==> config.mk <==
export PLATFORM = sky130hd
export DESIGN_NAME = exec_sequencer
export DESIGN_NICKNAME = d
export VERILOG_FILES = /design/src/rtl/exec_pkg.sv /design/src/rtl/exec_sequencer_op_decode.sv /design/src/rtl/exec_sequencer.sv
export SDC_FILE = /design/constraint.sdc
export NUM_CORES = 1
export LEC_CHECK = 0
export CORE_ASPECT_RATIO = 0.8
export CORE_MARGIN = 2
export CORE_UTILIZATION = 50
export CTS_CLUSTER_SIZE = 14
export DETAILED_ROUTE_END_ITERATION = 10
export DONT_BUFFER_PORTS = 1
export RECOVER_POWER = 25
export SYNTH_ARGS = -nofsm -noshare
export SYNTH_HDL_FRONTEND = slang
export SYNTH_SLANG_ARGS = --single-unit
==> constraint.sdc <==
create_clock -name clk -period 3.6 [get_ports clk]
set_input_delay 0.18 -clock clk [delete_from_list [all_inputs] [get_ports clk]]
set_output_delay 0.18 -clock clk [all_outputs]
set_load 0.01 [all_outputs]
==> src/rtl/exec_pkg.sv <==
// Shared types and constants for the execution sequencer: FSM states,
// 7-bit decode keys {funct3, opcode[3:0]} and the 4-bit ALU operation codes.
package exec_pkg;

    typedef enum logic [2:0] {
        ST_IDLE   = 3'd0,
        ST_FETCH  = 3'd1,
        ST_DECODE = 3'd2,
        ST_EXEC   = 3'd3,
        ST_WB     = 3'd4,
        ST_TRAP   = 3'd5
    } state_e;

    localparam logic [6:0] KEY_ADD  = 7'b000_0001;
    localparam logic [6:0] KEY_SUB  = 7'b001_0001;
    localparam logic [6:0] KEY_SLL  = 7'b000_0011;
    localparam logic [6:0] KEY_SRL  = 7'b001_0011;
    localparam logic [6:0] KEY_SRA  = 7'b010_0011;
    localparam logic [6:0] KEY_SLT  = 7'b000_0111;
    localparam logic [6:0] KEY_SLTU = 7'b001_0111;
    localparam logic [6:0] KEY_XOR  = 7'b000_1111;
    localparam logic [6:0] KEY_OR   = 7'b001_1111;
    localparam logic [6:0] KEY_AND  = 7'b010_1111;

    localparam logic [3:0] OP_ADD  = 4'h1;
    localparam logic [3:0] OP_SUB  = 4'h2;
    localparam logic [3:0] OP_SLL  = 4'h3;
    localparam logic [3:0] OP_SRL  = 4'h4;
    localparam logic [3:0] OP_SRA  = 4'h5;
    localparam logic [3:0] OP_SLT  = 4'h6;
    localparam logic [3:0] OP_SLTU = 4'h7;
    localparam logic [3:0] OP_XOR  = 4'h8;
    localparam logic [3:0] OP_OR   = 4'h9;
    localparam logic [3:0] OP_AND  = 4'hA;

endpackage

==> src/rtl/exec_sequencer_op_decode.sv <==
// Combinational decode of the 7-bit instruction key into an ALU operation;
// any key outside the table falls back to ADD.
module op_decode
    import exec_pkg::*;
(
    input  logic [6:0] key_i,
    output logic [3:0] alu_op_o
);

    // Key lookup table with ADD as the fallback
    always_comb begin
        alu_op_o = OP_ADD;
        case (key_i)
            KEY_ADD:  alu_op_o = OP_ADD;
            KEY_SUB:  alu_op_o = OP_SUB;
            KEY_SLL:  alu_op_o = OP_SLL;
            KEY_SRL:  alu_op_o = OP_SRL;
            KEY_SRA:  alu_op_o = OP_SRA;
            KEY_SLT:  alu_op_o = OP_SLT;
            KEY_SLTU: alu_op_o = OP_SLTU;
            KEY_XOR:  alu_op_o = OP_XOR;
            KEY_OR:   alu_op_o = OP_OR;
            KEY_AND:  alu_op_o = OP_AND;
            default:  alu_op_o = OP_ADD;
        endcase
    end

endmodule

==> src/rtl/exec_sequencer.sv <==
// Instruction sequencer: IDLE -> FETCH -> DECODE -> EXEC -> WB with a sticky fetch-timeout TRAP.
// Optional retired-instruction counter enabled by defining EXEC_SEQ_PERF_CNT_EN.
module exec_sequencer
    import exec_pkg::*;
#(
    parameter logic [31:0] PC_RESET  = 32'h0000_0000,
    parameter int unsigned FETCH_TMO = 15
) (
    input  logic        clk,
    input  logic        rst_n,
    input  logic        run,
    output logic        imem_req,
    output logic [31:0] imem_addr,
    input  logic        imem_ack,
    input  logic [31:0] imem_rdata,
    output logic        alu_en,
    output logic [3:0]  alu_op,
    input  logic        alu_done,
    output logic [4:0]  rf_raddr1,
    output logic [4:0]  rf_raddr2,
    output logic [4:0]  rf_waddr,
    output logic        rf_we,
    output logic [31:0] pc,
    output logic        busy,
`ifdef EXEC_SEQ_PERF_CNT_EN
    output logic [31:0] retired,
`endif
    output logic        trap
);

    localparam logic [7:0] TMO_LAST = 8'(FETCH_TMO - 1);

    state_e      state_q;
    logic [31:0] pc_q;
    logic [31:0] pc_d;
    logic [7:0]  tmo_cnt_q;
    logic [6:0]  ir_key_q;
    logic [4:0]  ir_rd_q;
    logic [4:0]  ir_rs1_q;
    logic [4:0]  ir_rs2_q;
    logic        imem_req_q;
    logic        alu_en_q;
    logic [3:0]  alu_op_q;
    logic [4:0]  rf_raddr1_q;
    logic [4:0]  rf_raddr2_q;
    logic [4:0]  rf_waddr_q;
    logic        rf_we_q;
    logic        trap_q;
    logic [3:0]  dec_op_s;
    logic        unused_rdata_s;
`ifdef EXEC_SEQ_PERF_CNT_EN
    logic [31:0] retired_q;
`endif

    assign pc_d           = pc_q + 32'd4;
    assign unused_rdata_s = ^{imem_rdata[31:25], imem_rdata[6:4]};

    op_decode u_op_decode (
        .key_i    (ir_key_q),
        .alu_op_o (dec_op_s)
    );

    // Sequencer FSM with all outputs registered; the fetch counter and pc live here
    always_ff @(posedge clk or negedge rst_n) begin
        if (!rst_n) begin
            state_q     <= ST_IDLE;
            pc_q        <= PC_RESET;
            tmo_cnt_q   <= 8'd0;
            ir_key_q    <= 7'd0;
            ir_rd_q     <= 5'd0;
            ir_rs1_q    <= 5'd0;
            ir_rs2_q    <= 5'd0;
            imem_req_q  <= 1'b0;
            alu_en_q    <= 1'b0;
            alu_op_q    <= 4'h0;
            rf_raddr1_q <= 5'd0;
            rf_raddr2_q <= 5'd0;
            rf_waddr_q  <= 5'd0;
            rf_we_q     <= 1'b0;
            trap_q      <= 1'b0;
`ifdef EXEC_SEQ_PERF_CNT_EN
            retired_q   <= 32'd0;
`endif
        end else begin
            case (state_q)
                ST_IDLE: begin
                    if (run && !trap_q) begin
                        state_q    <= ST_FETCH;
                        imem_req_q <= 1'b1;
                        tmo_cnt_q  <= 8'd0;
                    end
                end
                ST_FETCH: begin
                    // An ack in the expiry cycle still completes the fetch
                    if (imem_ack) begin
                        ir_key_q   <= {imem_rdata[14:12], imem_rdata[3:0]};
                        ir_rd_q    <= imem_rdata[11:7];
                        ir_rs1_q   <= imem_rdata[19:15];
                        ir_rs2_q   <= imem_rdata[24:20];
                        imem_req_q <= 1'b0;
                        state_q    <= ST_DECODE;
                    end else if (tmo_cnt_q == TMO_LAST) begin
                        imem_req_q <= 1'b0;
                        trap_q     <= 1'b1;
                        state_q    <= ST_TRAP;
                    end else begin
                        tmo_cnt_q  <= tmo_cnt_q + 8'd1;
                    end
                end
                ST_DECODE: begin
                    rf_raddr1_q <= ir_rs1_q;
                    rf_raddr2_q <= ir_rs2_q;
                    rf_waddr_q  <= ir_rd_q;
                    alu_op_q    <= dec_op_s;
                    alu_en_q    <= 1'b1;
                    state_q     <= ST_EXEC;
                end
                ST_EXEC: begin
                    if (alu_done) begin
                        alu_en_q <= 1'b0;
                        rf_we_q  <= (rf_waddr_q != 5'd0);
                        state_q  <= ST_WB;
                    end
                end
                ST_WB: begin
                    rf_we_q <= 1'b0;
                    pc_q    <= pc_d;
`ifdef EXEC_SEQ_PERF_CNT_EN
                    retired_q <= retired_q + 32'd1;
`endif
                    if (run) begin
                        state_q    <= ST_FETCH;
                        imem_req_q <= 1'b1;
                        tmo_cnt_q  <= 8'd0;
                    end else begin
                        state_q    <= ST_IDLE;
                    end
                end
                ST_TRAP: begin
                    trap_q     <= 1'b1;
                    imem_req_q <= 1'b0;
                    alu_en_q   <= 1'b0;
                    rf_we_q    <= 1'b0;
                end
                default: begin
                    state_q    <= ST_IDLE;
                    imem_req_q <= 1'b0;
                    alu_en_q   <= 1'b0;
                    rf_we_q    <= 1'b0;
                end
            endcase
        end
    end

    assign imem_req  = imem_req_q;
    assign imem_addr = pc_q;
    assign alu_en    = alu_en_q;
    assign alu_op    = alu_op_q;
    assign rf_raddr1 = rf_raddr1_q;
    assign rf_raddr2 = rf_raddr2_q;
    assign rf_waddr  = rf_waddr_q;
    assign rf_we     = rf_we_q;
    assign pc        = pc_q;
    assign busy      = (state_q != ST_IDLE);
    assign trap      = trap_q;
`ifdef EXEC_SEQ_PERF_CNT_EN
    assign retired   = retired_q;
`endif

endmodule

==> out/qor.yml <==
status:
  outcome: "finished, violations left"
  violations: "max-capacitance violations, max-slew violations"
sta:
  slew_headroom: -0.406
  fmax_ghz: 0.425
  worst_pin_slew_ps: 2110
  final-setup-viol-count: 0
  fin_crit_sh: 0.654
  fin_crit_ps: 2360
  drv_slew: 87
  fin_worst_skew_ps: 7.51
  hold_violations: 0
  rsz0062_at_grt: "false"
  setup_tns_ps: 0
setup_path:
  r2r_start: "imem_addr[10]"
  startpoint_type: "register"
  end_kind: "register"
  timing.rr.end: "imem_addr[30]"
  worstPathRequired_ps: 3870
  arrival_ps: 2630
  cp-endpoint: "imem_addr[30]"
  crit_path_max_fanout: 16
  rrSetupSlack_ps: 1240
  rr_worst_depth: 4
  crit_type: "register to register"
  setup.worst_path.start: "imem_addr[10]"
clock_tree:
  clock_latency_ps: 340
  clock-sinks: 86
  cts_tree: "yes"
  clock_path_buffers: 2
  cts_root_buf: "clkbuf_8"
  htree_num_levels: 3
  cts_buffers: 9
  path_clk_slew_ps: 80
synth:
  netlist_instances: 397
  synthTopCellsByCount: "86 x dfrtp_1, 71 x nand2_1, 34 x buf_4"
  synth_top_area_frac: 0.518
  synth-seq-cells: 86
  yosys.area.top_type: "dfrtp_1"
  synth_area_um2: 4150
  ys_async_sr_fraction: 1.00
  synth_warnings: 0
  synth_flop_cell: "dfrtp_1"
  synth_edf_count: 0
  seq_area_frac_synth: 0.518
  synth.distinct_cells: 54
  yosysMostFrequentCell: "dfrtp_1"
  synth_area_per_cell_um2: 10.5
  synth_area_leaders: "dfrtp_1 52%, nand2_1 6.4%, buf_4 6.1%"
die:
  ios: 125
  start_util: 0.520
  chipWidth_um: 106
  die_y_um: 85.5
  rows: 29
  dieArea_um2: 9060
  coreArea_um2: 7980
power_and_ir_drop:
  leakage_nw: 2.03
  peakVddDrop_mv: 0.375
  power.density_nw_per_um2: 726
detailed_routing:
  drt-total-wl_um: 7960
  ant_nets: 0
  routedWlPerCell_um: 16.0
  viasPerCell: 5.47
  vias: 2723
  drt-initial-drc-count: 122
  drcViolationCount: 0
  first_pass_iters: 4
place:
  globalplace.congestion: 0.736
  hpwlAfterDp_um: 5220
  dpl_cell_area_um2: 3980
  portBuffers: 0
grt:
  grt_max_degree: 87
  grt_antenna_before_repair: 0
  gr-total-overflow: 0
  grt_pass1_wl_um: 13400
  track_usage: 0.187
  grt_pass1_vias: 2633
cells_and_area:
  n_antenna_cell: 0
  area_growth_pct: 6.26
  final_area_um2: 4410
  drive_above_1_share: 0.118
  num-nets-final: 426
min_path:
  min_from: "run"
  hold_path.class: "input pin to register"
job:
  cap_violations: 1
[per-stage QoR]
step | power [W] | setup slack [ps] | utilization | hold WS (ps) | instances
after floorplan | 0.00236 | 1720 | - | -116 | 400
after global placement | 0.00250 | 1310 | 0.499 | -113 | 458
after detailed placement | 0.00254 | 1240 | 0.499 | -113 | 458
after CTS | 0.00325 | 1210 | 0.556 | 22.9 | 498
after global routing | 0.00346 | 953 | 0.553 | 20.1 | 498
final | 0.00320 | 1240 | 0.553 | 44.7 | 498
[flip-flops by register name, indices dropped and copies added, names as in the netlist, 4 cells and up]
signal / count
rf_raddr1: 5
tmo_cnt_q: 8
ir_rd_q: 5
rf_waddr: 5
alu_op: 4
ir_rs2_q: 5
ir_rs1_q: 5
rf_raddr2: 5
ir_key_q: 7
imem_addr: 30
[worst min path at each step]
| stage | to | slack, ps | cells after the start |
|---|---|---|---|
| 2_1_floorplan | alu_en | -120 | 0 |
| 3_3_place_gp | alu_en | -110 | 0 |
| 3_5_place_dp | alu_en | -110 | 0 |
| 4_1_cts | imem_req | 20 | 2 |
| 5_1_grt | imem_req | 20 | 2 |
| 6_report | imem_req | 40 | 2 |
[repair_timing]
| item | in CTS | in global routing |
|---|---|---|
| hold buffers | 25 | 0 |
| gates resized for setup | 0 | 0 |
| buffers inserted | 0 | 0 |
| hold endpoints to repair | 109 | 0 |
[worst max-delay path, cell delays in order (launching register included)]
cell	delay, ps
dfrtp_1	540
nand4_1	220
or4_1	870
nor4_1	470
xor2_1	180
[logic make-up after synthesis]
| kind of cell | after synthesis | synth area share |
|---|---|---|
| simple gates | 156 | 0.195 |
| flops | 86 | 0.518 |
| buf+inv | 61 | 0.0886 |
| compound gates | 37 | 0.0633 |
| xor+xnor | 30 | 0.0633 |
| mux | 23 | 0.0620 |
| fa+ha+maj | 3 | 0.00904 |
| other cells | 1 | 0.000903 |
[layout by cell type, fill, tap and decap left out, types with 3 or more instances in the layout]
master	Yosys	routed
dlygate4sd3_1	0	24
nand4_1	6	6
mux2_2	22	22
nor2_1	9	8
nor4_1	8	8
a21o_1	3	3
nand2b_1	4	4
clkbuf_8	0	10
xnor2_1	8	8
xor2_1	22	22
inv_1	10	10
o41ai_1	3	3
ha_1	3	3
conb_1	1	4
and2_1	4	4
o31ai_1	4	4
dfrtp_1	86	86
a31oi_1	4	4
o21ai_0	8	8
nand2_1	71	71
nand3_1	19	19
nor3_1	14	14
[report_power, final]
group	internal [W]	switching [W]
clock network	0.000334	0.000324
logic	0.000420	0.000411
registers	0.00129	0.000428
total	0.00204	0.00116
[final cells by class]
cell class	count	area, um2
clock buffers	11	141
clock inverters	4	47.5
fillers	705	3570
inverters	10	37.5
multi-input cells	253	1650
flip-flops and latches	86	2150
well taps	108	135
repair buffers	26	253
[routing by layer]
layer	wire (um)	GRT usage	vias to the layer above
met3	547	0.0745	6
met1	3650	0.249	1334
met2	3710	0.295	82
met5	0	0	-
li1	-	-	1301
met4	56	0.0359	0
(Power assumes the default switching activity.)
